$ cat config.mk
export PLATFORM = sky130hd
export DESIGN_NAME = alu_issue_unit
export DESIGN_NICKNAME = d
export VERILOG_FILES = /design/src/rtl/alu_issue_unit.sv
export SDC_FILE = /design/constraint.sdc
export NUM_CORES = 1
export LEC_CHECK = 0
export CAP_MARGIN = 5
export CORE_ASPECT_RATIO = 1.75
export CORE_UTILIZATION = 41
export DETAILED_ROUTE_END_ITERATION = 10
export GPL_ROUTABILITY_DRIVEN = 0
export PLACE_DENSITY = 0.87
export REMOVE_ABC_BUFFERS = 1
export SLEW_MARGIN = 20
export SYNTH_ARGS = -nofsm -noshare
export SYNTH_HDL_FRONTEND = slang
export SYNTH_SLANG_ARGS = --single-unit
export TNS_END_PERCENT = 100
$ cat constraint.sdc
create_clock -name clk -period 2.9 [get_ports clk]
set_input_delay 0.435 -clock clk [delete_from_list [all_inputs] [get_ports clk]]
set_output_delay 0.435 -clock clk [all_outputs]
set_load 0.05 [all_outputs]
$ cat src/rtl/alu_issue_unit.sv
// Issue stage for the integer ALU: decodes one RV32 R/I-type op, drives the ALU for
// a single cycle, then holds the captured result for writeback until it is accepted.
module alu_issue_unit #(
    parameter int N = 32
) (
    input  logic         clk,
    input  logic         rst_n,
    input  logic         flush,
    input  logic         in_valid,
    output logic         in_ready,
    input  logic [31:0]  in_instr,
    input  logic [N-1:0] in_rs1_val,
    input  logic [N-1:0] in_rs2_val,
    output logic [N-1:0] alu_a,
    output logic [N-1:0] alu_b,
    output logic [3:0]   alu_op,
    input  logic [N-1:0] alu_y,
    input  logic         alu_zero,
    output logic         out_valid,
    input  logic         out_ready,
    output logic [N-1:0] out_result,
    output logic         out_zero,
    output logic [4:0]   out_rd,
    output logic         out_illegal
);

    localparam logic [3:0] OP_AND = 4'b0001, OP_OR  = 4'b0010, OP_SLL = 4'b0011,
                           OP_ADD = 4'b0100, OP_XOR = 4'b0111, OP_SUB = 4'b1001,
                           OP_SRL = 4'b1010, OP_SLT = 4'b1100, OP_MUL = 4'b1110;

    typedef enum logic [1:0] {IDLE, EXEC, RESP} state_t;

    state_t       state_q;
    logic [N-1:0] alu_a_q, alu_b_q, out_result_q;
    logic [3:0]   alu_op_q;
    logic         out_zero_q, out_illegal_q;
    logic [4:0]   out_rd_q;

    logic [6:0]   opcode, funct7;
    logic [2:0]   funct3;
    logic         dec_legal;
    logic [3:0]   dec_op;
    logic [N-1:0] dec_b_raw, dec_b;
    logic         unused_rs1_field;

    assign opcode = in_instr[6:0];
    assign funct3 = in_instr[14:12];
    assign funct7 = in_instr[31:25];
    // The rs1 index field is consumed upstream; only its value arrives here.
    assign unused_rs1_field = ^in_instr[19:15];

    always_comb begin
        dec_legal = 1'b0;
        dec_op    = 4'b0000;
        dec_b_raw = in_rs2_val;
        if (opcode == 7'b0110011) begin
            dec_b_raw = in_rs2_val;
            unique case ({funct7, funct3})
                {7'b0000000, 3'b000}: begin dec_legal = 1'b1; dec_op = OP_ADD; end
                {7'b0000000, 3'b111}: begin dec_legal = 1'b1; dec_op = OP_AND; end
                {7'b0000000, 3'b110}: begin dec_legal = 1'b1; dec_op = OP_OR;  end
                {7'b0000000, 3'b100}: begin dec_legal = 1'b1; dec_op = OP_XOR; end
                {7'b0000000, 3'b010}: begin dec_legal = 1'b1; dec_op = OP_SLT; end
                {7'b0000000, 3'b001}: begin dec_legal = 1'b1; dec_op = OP_SLL; end
                {7'b0000000, 3'b101}: begin dec_legal = 1'b1; dec_op = OP_SRL; end
                {7'b0100000, 3'b000}: begin dec_legal = 1'b1; dec_op = OP_SUB; end
                {7'b0000001, 3'b000}: begin dec_legal = 1'b1; dec_op = OP_MUL; end
                default: ;
            endcase
        end else if (opcode == 7'b0010011) begin
            dec_b_raw = {{(N-12){in_instr[31]}}, in_instr[31:20]};
            unique case (funct3)
                3'b000: begin dec_legal = 1'b1; dec_op = OP_ADD; end
                3'b111: begin dec_legal = 1'b1; dec_op = OP_AND; end
                3'b110: begin dec_legal = 1'b1; dec_op = OP_OR;  end
                3'b100: begin dec_legal = 1'b1; dec_op = OP_XOR; end
                3'b010: begin dec_legal = 1'b1; dec_op = OP_SLT; end
                3'b001: begin dec_legal = (funct7 == 7'b0000000); dec_op = OP_SLL; end
                3'b101: begin dec_legal = (funct7 == 7'b0000000); dec_op = OP_SRL; end
                default: ;
            endcase
            if (!dec_legal) dec_op = 4'b0000;
        end
    end

    // Shift amount is confined to 5 bits so the ALU never sees an oversized shift.
    assign dec_b = (dec_op == OP_SLL || dec_op == OP_SRL) ?
                   {{(N-5){1'b0}}, dec_b_raw[4:0]} : dec_b_raw;

    always_ff @(posedge clk or negedge rst_n) begin
        if (!rst_n) begin
            state_q       <= IDLE;
            alu_a_q       <= '0;
            alu_b_q       <= '0;
            alu_op_q      <= 4'b0000;
            out_result_q  <= '0;
            out_zero_q    <= 1'b0;
            out_rd_q      <= 5'd0;
            out_illegal_q <= 1'b0;
        end else if (flush) begin
            state_q       <= IDLE;
            alu_op_q      <= 4'b0000;
            out_illegal_q <= 1'b0;
        end else begin
            unique case (state_q)
                IDLE: if (in_valid) begin
                    out_rd_q <= in_instr[11:7];
                    if (dec_legal) begin
                        alu_a_q  <= in_rs1_val;
                        alu_b_q  <= dec_b;
                        alu_op_q <= dec_op;
                        state_q  <= EXEC;
                    end else begin
                        out_illegal_q <= 1'b1;
                        out_result_q  <= '0;
                        out_zero_q    <= 1'b0;
                        state_q       <= RESP;
                    end
                end
                EXEC: begin
                    out_result_q  <= alu_y;
                    out_zero_q    <= alu_zero;
                    out_illegal_q <= 1'b0;
                    alu_op_q      <= 4'b0000;
                    state_q       <= RESP;
                end
                RESP: if (out_ready) state_q <= IDLE;
                default: state_q <= IDLE;
            endcase
        end
    end

    assign in_ready    = (state_q == IDLE);
    assign out_valid   = (state_q == RESP);
    assign alu_a       = alu_a_q;
    assign alu_b       = alu_b_q;
    assign alu_op      = alu_op_q;
    assign out_result  = out_result_q;
    assign out_zero    = out_zero_q;
    assign out_rd      = out_rd_q;
    assign out_illegal = out_illegal_q;

endmodule

# [Yosys cells after proc, flatten, opt, wreduce, memory -nomap -nowiden]
# Cells that the tools add are included.
[totals] reg_bits=109 latch_bits=0 ramBits=0 romBits=0 input_bits=134 out_inout_bits=109 wordCells=84 mem_count=0
[classes] addsub=0 mul=0 n_div=0 n_lt_le_gt_ge=0 n_eq_ne=26 shifts=0 muxes=33 n_bitwise=1 reduce_logical=16
[op_table] cell="32-bit two-way mux" count=5
[op_table] cell="32-bit case mux with 2 select lines" count=1
[op_table] cell="10-bit by 3-bit equality test with 1-bit output (second input constant)" count=4
[op_table] cell="4-bit case mux with 9 select lines" count=1
[op_table] cell="4-bit case mux with 7 select lines" count=1
[op_table] cell="4-bit two-way mux" count=6
[op_table] cell="3-bit equality test (second input constant)" count=4
[op_table] cell="10-bit by 1-bit equality test with 1-bit output (second input constant)" count=1
[op_table] cell="10-bit by 2-bit equality test with 1-bit output (second input constant)" count=1
[op_table] cell="10-bit by 4-bit equality test with 1-bit output (second input constant)" count=1
[op_table] cell="10-bit by 9-bit equality test with 1-bit output (second input constant)" count=1
[op_table] cell="10-bit zero test" count=1
[op_table] cell="1-bit two-way mux" count=10
[op_table] cell="3-bit AND reduction" count=3
[op_table] cell="9-bit OR reduction" count=1
[op_table] cell="2-bit two-way mux" count=4
[op_table] cell="4-bit case mux with 2 select lines" count=1
[op_table] cell="4-bit AND reduction" count=2
[op_table] cell="7-bit by 5-bit equality test with 1-bit output (second input constant)" count=1
[op_table] cell="7-bit by 6-bit equality test with 1-bit output (second input constant)" count=1
[op_table] cell="7-bit zero test" count=1
[op_table] cell="3-bit by 2-bit inequality test with 1-bit output (second input constant)" count=2
[op_table] cell="3-bit inequality test (second input constant)" count=2
[op_table] cell="1-bit case mux with 2 select lines" count=3
[op_table] cell="17 further kinds" count=18

# [Logic depth before layout (Yosys ltp)]
# Gate-level depths: netlist of the first run.
[depth] depth_word=12 mapped_depth=10 ltp_nobuf=6

# [Worst setup path after synthesis of the first run]
# OpenSTA, ideal clock, no wires.
[synth_timing] kind="in2reg" start="input in_instr[3]" end="register alu_b_q[17], in the netlist alu_b[17]" t_arrival_ns=2.054 required_ns=2.775 slack_ns=0.721 stages=8 n_path_buf=2 cell_sequence="nor4b_4 nand4b_1 buf_6 nor3_4 o32ai_2 nor4b_4 buf_6 nor3_2"
[synth_via] elab_chain_cells=6
[synth_rtl] element="start: declaration" line_no="11" source="input logic [31:0] in_instr,"
[synth_rtl] element="7-bit by 5-bit equality test with 1-bit output" line_no="70" source="end else if (opcode == 7'b0010011) begin"
[synth_rtl] element="4-bit two-way mux" line_no="70"
[synth_rtl] element="4-bit two-way mux" line_no="56" source="if (opcode == 7'b0110011) begin"
[synth_rtl] element="4-bit by 2-bit equality test with 1-bit output / 4-bit equality test (equally long branches)" line_no="87" source="assign dec_b = (dec_op == OP_SLL || dec_op == OP_SRL) ?"
[synth_rtl] element="1-bit logical OR" line_no="87"
[synth_rtl] element="32-bit two-way mux" line_no="87"
[synth_rtl] element="end signal: assignment" line_no="94" source="alu_b_q <= '0;"
[synth_rtl] element="end signal: assignment" line_no="110" source="alu_b_q <= dec_b;"
[synth_rtl] element="end: declaration" line_no="34" source="logic [N-1:0] alu_a_q, alu_b_q, out_result_q;"
# Several ways; a longest one is shown, not always the timed one.
# A chain may end at the register's enable or synchronous reset.

# [Final worst setup path of the first run]
[layout_timing] start="input in_instr[3]" end="register alu_b_q[12], in the netlist alu_b[12]"
# The elaborated chain is that of the path after synthesis.

==> flow_summary.json, run 1 <==
{
  "drive_gt1_share_pct": 19.3,
  "nets": 760,
  "rows": 53,
  "cp-end-kind": "flip-flop",
  "post-route-period-util_pct": 84.9,
  "r2r-start": "state_q[1]",
  "synthToLayoutAreaGrowth_pct": 56.0,
  "cts_hold_buf": 0,
  "grt_pass1_vias": 4494,
  "synth-main-ff-cell": "dfrtp_1",
  "ant_nets": 0,
  "max_slew.worst_pin.slew_ns": 0.606,
  "yosysWarnings": 0,
  "crit_chain": "clkdlybuf4s50_1, nor4b_4, nand4b_1, buf_4, nor3_4, nor2_1, nor4b_4, buf_12, nor3_1",
  "synth_edf_count": 0,
  "start_util_pct": 42.4,
  "maxCapViolCount": 0,
  "drt_iter0_drc": 158,
  "dieArea_sq_um": 13000,
  "peakVddDrop_mv": 0.287,
  "fillers": 919,
  "max_freq_mhz": 406,
  "layout_commonest_cell": "clkdlybuf4s50_1",
  "startpoint_type": "input port",
  "post-route-util_pct": 66.2,
  "root_buffer": "clkbuf_16",
  "swShare_pct": 27.7,
  "clk_pin_slew_worst_paths_ns": 0.08,
  "rr_worst_depth": 7,
  "p_int_w": 0.00249,
  "rsz0062_at_grt": "no",
  "synth_seq_cells": 109,
  "finalHoldViolCount": 0,
  "fp.dieW_microns": 86.7,
  "path_common_cell": "nor4b_4",
  "cts_buffer_depth": 2,
  "switchingPower_w": 0.000955,
  "power_w": 0.00344,
  "h-tree-depth": 3,
  "p_leak_nw": 3.50,
  "cts_tree": "done",
  "ff2ff_setup_slack_ns": 0.96,
  "cp_max_fo": 27,
  "critPathSlowestCell": "clkdlybuf4s50_1",
  "drv_slew": 0,
  "dp.cells": 780,
  "r2r-end": "alu_b[12]",
  "synth_area_per_cell_sq_um": 13.3,
  "grt_pass1_wl_microns": 22400,
  "cts.sinks": 109,
  "dr.pass1.iters": 4,
  "cts-resized-gates": 0,
  "avgViaCountPerCell": 5.18,
  "antenna_found_initial": 0,
  "cts-buffers-inserted": 9,
  "grt_max_degree": 46,
  "status": "finished clean",
  "die_h_microns": 150,
  "pin_count": 243,
  "crit_arrival_ns": 2.68,
  "port-buffer-count": 237,
  "overflow": 0,
  "synthCells": 387,
  "drc": 0,
  "fin_skew_ns": 0.0119,
  "finalCriticalPeriod_ns": 2.46,
  "track_usage_pct": 22.5,
  "ys_seq_area_share_pct": 53.0,
  "required_ns": 3.12,
  "vias": 4124,
  "post_cts_buffers": 0,
  "synth_area_sq_um": 5150,
  "setup_viol": 0,
  "p_per_area_nw_per_um2": 429,
  "max_stage_delay_ns": 0.44,
  "hold_path_class": "in2async",
  "final_cells": 796,
  "diodes": 0,
  "async_flop_share_pct": 100,
  "path_class": "in2reg",
  "dpl.hpwl_microns": 11100,
  "final_cell_mix": "clkdlybuf4s50_1 (236), dfrtp_1 (109), a22o_1 (33), mux2_4 (32), nor2b_1 (28)",
  "routed_wl_microns": 14400,
  "pwr-share-comb_pct": 19.4,
  "power_frac_clock_pct": 34.2,
  "relSlewSlack_pct": 59.5,
  "clk_latency_ns": 0.35,
  "synth.distinct_cells": 50,
  "seq_power_share_pct": 46.4,
  "wl_per_cell_microns": 18.1,
  "core-area_sq_um": 12100
}
[kinds of logic (layout without fill, tap and decap cells)]
logic type               Yosys count  in the layout  share of synthesized area [%]
AO/OA/AOI/OAI                     88             88                           15.5
XOR/XNOR                           2              2                          0.340
adder cells (fa/ha/maj)            1              1                          0.194
buffers and inverters             34            278                           4.76
flip-flops                       109            109                           53.0
multiplexers                      50             50                           13.0
AND/OR/NAND/NOR                  103            103                           13.3
[state kept, by name (all words and copies together) (netlist names)]
register     cells
alu_a           32
alu_op           4
state_q          2
out_illegal      1
out_result      32
out_rd           5
alu_b           32
out_zero         1
[cell type report]
type | count | area, sq um | area share (%)
Clock inverter | 6 | 56.3 | 0.701
Inverter | 4 | 15.0 | 0.187
Timing Repair Buffer | 258 | 2620 | 32.6
Sequential cell | 109 | 2730 | 34.0
Multi-Input combinational cell | 244 | 2180 | 27.2
Clock buffer | 10 | 229 | 2.85
Tap cell | 165 | 206 | 2.57
[worst max-delay path: cells and delay by family]
family / cells / cell delay (ns)
AND/OR/NAND/NOR: 6 / 1.32
buffers and inverters: 3 / 0.91
[per-stage QoR]
| step | setup slack [ns] | setup TNS (ns) | area, sq um | hold WS [ns] |
|---|---|---|---|---|
| 4_1_cts | 0.461 | 0 | 8030 | 0.0564 |
| 3_5_place_dp | 0.101 | 0 | 7750 | 0.434 |
| 3_3_place_gp | 0.122 | 0 | 7750 | 0.425 |
| 2_1_floorplan | -1.27 | -90.00 | 4920 | 0.139 |
| 6_report | 0.439 | 0 | 8030 | 0.0352 |
| 5_1_grt | 0.322 | 0 | 8030 | 0.0617 |
[how the worst max path moves through the flow]
| stage | from | to | slack (ns) | cells after the start |
|---|---|---|---|---|
| 2_1_floorplan | in_instr[3] | alu_b[11] | -1.27 | 6 |
| 3_3_place_gp | in_instr[3] | alu_b[31] | 0.12 | 9 |
| 3_5_place_dp | in_instr[31] | alu_a[30] | 0.10 | 7 |
| 4_1_cts | in_instr[3] | alu_b[12] | 0.46 | 9 |
| 5_1_grt | in_instr[3] | alu_b[31] | 0.32 | 9 |
| 6_report | in_instr[3] | alu_b[12] | 0.44 | 9 |
[synthesized netlist by cell type, types with 2 or more instances]
cell / instances / area, sq um
a211oi_1: 13 / 97.6
a211oi_2: 17 / 213
a21o_1: 2 / 15.0
a21oi_1: 2 / 10.0
a22o_1: 33 / 289
buf_2: 4 / 20.0
buf_4: 6 / 45.0
buf_6: 12 / 135
clkbuf_1: 8 / 30.0
dfrtp_1: 109 / 2730
inv_1: 2 / 7.51
inv_2: 2 / 7.51
mux2_2: 5 / 56.3
mux2_4: 32 / 480
mux2i_1: 13 / 130
nand2_1: 10 / 37.5
nand2b_1: 2 / 12.5
nand3_1: 2 / 10.0
nor2_1: 17 / 63.8
nor2b_1: 28 / 175
nor3_1: 14 / 70.1
nor3_2: 15 / 150
nor3b_1: 3 / 22.5
nor4b_4: 2 / 47.6
o21ai_0: 4 / 20.0
o21ai_1: 5 / 25.0
or3_1: 2 / 12.5
[routing by layer]
metal,vias up,part of all wire (%),GRT usage (%)
li1,1890,-,-
met1,2025,35,23.7
met2,182,55,41.9
met3,27,7.0,6.36
met4,0,3.0,8.42
met5,-,0,0
[power groups by stage]
stage | logic [W] | clock network [W] | registers [W]
after global routing | 0.000707 | 0.00126 | 0.00160
after floorplan | 0.000123 | 0 | 0.00180
final | 0.000669 | 0.00118 | 0.00160
after detailed placement | 0.000672 | 0 | 0.00163
after global placement | 0.000656 | 0 | 0.00162
after CTS | 0.000674 | 0.00121 | 0.00160
No activity file was read; power rests on OpenSTA's default activity.
==> run 2: changes to the inputs <==
==> constraint.sdc (replaced) <==
create_clock -name clk -period 2.42 [get_ports clk]
set_input_delay 0.363 -clock clk [delete_from_list [all_inputs] [get_ports clk]]
set_output_delay 0.363 -clock clk [all_outputs]
set_load 0.05 [all_outputs]
==> run 2 against run 1 <==
Against the previous run:
- critical path depth rose by 2
- global-route usage increased by 0.24 points
- cell count rose by 2.1%
- clock power up 32%
- register-to-register slack got worse by 0.31 ns
- critical path type unchanged
- largest cell class is now non-clock buffers
- largest power group unchanged
==> flow_summary.json, run 2 (synthesis results as in run 1) <==
{
  "dp.cells": 795,
  "overflow": 0,
  "finalHoldViolCount": 0,
  "start_util_pct": 42.4,
  "die_h_microns": 150,
  "place_ws_ns": -0.275,
  "diodes": 0,
  "dieArea_sq_um": 13000,
  "required_ns": 2.64,
  "crit_arrival_ns": 2.64,
  "drv_slew": 0,
  "max_freq_mhz": 414,
  "port-buffer-count": 237,
  "core-area_sq_um": 12100,
  "crit_start": "in_instr[13]",
  "fp.dieW_microns": 86.7,
  "layout_commonest_cell": "clkdlybuf4s50_1",
  "dpl.hpwl_microns": 11200,
  "synthToLayoutAreaGrowth_pct": 60.2,
  "dr.pass1.iters": 6,
  "p_per_area_nw_per_um2": 521,
  "vias": 4237,
  "rows": 53,
  "fillers": 885,
  "final_cell_mix": "clkdlybuf4s50_1 (234), dfrtp_1 (109), a22o_1 (33), mux2_4 (32), buf_4 (31)",
  "wl_per_cell_microns": 18.5,
  "nets": 777,
  "routed_wl_microns": 15000,
  "track_usage_pct": 22.8,
  "cts_buffer_depth": 2,
  "drc": 0,
  "cts.sinks": 109,
  "p_leak_nw": 3.64,
  "antenna_found_initial": 0,
  "hold_path_class": "in2async",
  "drive_gt1_share_pct": 22.1,
  "path_class": "in2reg",
  "cp_max_fo": 13,
  "post-route-period-util_pct": 99.9,
  "final_cells": 813,
  "startpoint_type": "input port",
  "fin_skew_ns": 0.0172,
  "cts-buffers-inserted": 9,
  "root_buffer": "clkbuf_16",
  "setup_viol": 0,
  "drt_iter0_drc": 150,
  "ant_nets": 0,
  "clk_pin_slew_worst_paths_ns": 0.09,
  "clk_latency_ns": 0.35,
  "pin_count": 243,
  "grt_pass1_vias": 4543,
  "r2r-start": "state_q[1]",
  "avgViaCountPerCell": 5.21,
  "peakVddDrop_mv": 0.426,
  "grt_max_degree": 51,
  "grt_pass1_wl_microns": 22700,
  "cp-end-kind": "flip-flop",
  "max_slew.worst_pin.slew_ns": 0.681,
  "cts_tree": "done",
  "relSlewSlack_pct": 54.6,
  "maxCapViolCount": 0,
  "layout_setup_ws_ns": 0.00337,
  "h-tree-depth": 3,
  "status": "finished clean",
  "finalCriticalPeriod_ns": 2.42
}
run 2: cell count changes in the layout (fill, tap and decap cells not counted), sizes merged:
cell and change:
clkinvlp -1, dlymetal6s2s +2, clkdlybuf4s50 -2, buf +16, inv +1, bufinv +1
run 2: path summary, 6_finish.rpt:
kind / endpoint / slack (ns) / depth (start not counted)
max: alu_b[8] / 0.003 / 11
min: out_result[14] / 0.04 / 1
max reg2reg: alu_b[8] / 0.65 / 8
min reg2reg: out_result[16] / 0.50 / 1
max in group asynchronous: state_q[1] / 1.67 / 2
min in group clk: out_result[16] / 0.50 / 1
run 2: metal layers:
layer / track usage (%) / up-vias / wire length, microns
li1: - / 1917 / -
met5: 0 / - / 0
met3: 4.61 / 24 / 854
met2: 43.4 / 174 / 8370
met1: 23.9 / 2122 / 5420
met4: 9.00 / 0 / 361
run 2: cell type report:
cell class	instances	area, sq um	area share [%]
Timing Repair Buffer	275	2770	33.5
Clock buffer	9	225	2.73
Sequential cell	109	2730	33.1
Clock inverter	7	100	1.21
Tap cell	165	206	2.50
Multi-Input combinational cell	244	2210	26.8
Inverter	4	15.0	0.182
run 2: power by group:
| group | switching [W] | internal [W] |
|---|---|---|
| registers | 0.0000361 | 0.00188 |
| clock network | 0.000724 | 0.000838 |
| logic | 0.000424 | 0.000393 |
| total | 0.00118 | 0.00311 |
run 2: what timing repair did:
action,4_1_cts,5_1_grt
setup buffers,0,1
hold buffers,0,0
endpoints found under the setup margin,0,27
gates resized for setup,0,6
run 2: critical path: stages:
cell and delay [ns]:
clkdlybuf4s50_1 0.46, buf_4 0.19, buf_4 0.16, nor3b_2 0.24, nor3_1 0.09, nor4_1 0.33
nor2_1 0.16, nor4b_4 0.22, buf_4 0.18, clkbuf_16 0.18, a211oi_2 0.05
run 2: metrics by stage:
step | hold slack (ns) | setup TNS (ns) | instance area (sq um) | power (W) | utilization (%)
finish | 0.0366 | 0 | 8250 | 0.00429 | 67.9
global route | 0.0868 | -0.805 | 8250 | 0.00445 | 67.9
CTS | 0.0727 | 0 | 8180 | 0.00432 | 67.4
detailed placement | 0.454 | -19.12 | 7860 | 0.00277 | 64.8
global placement | 0.433 | -15.16 | 7860 | 0.00274 | 64.8
floorplan | 0.0674 | -132.43 | 4920 | 0.00230 | -
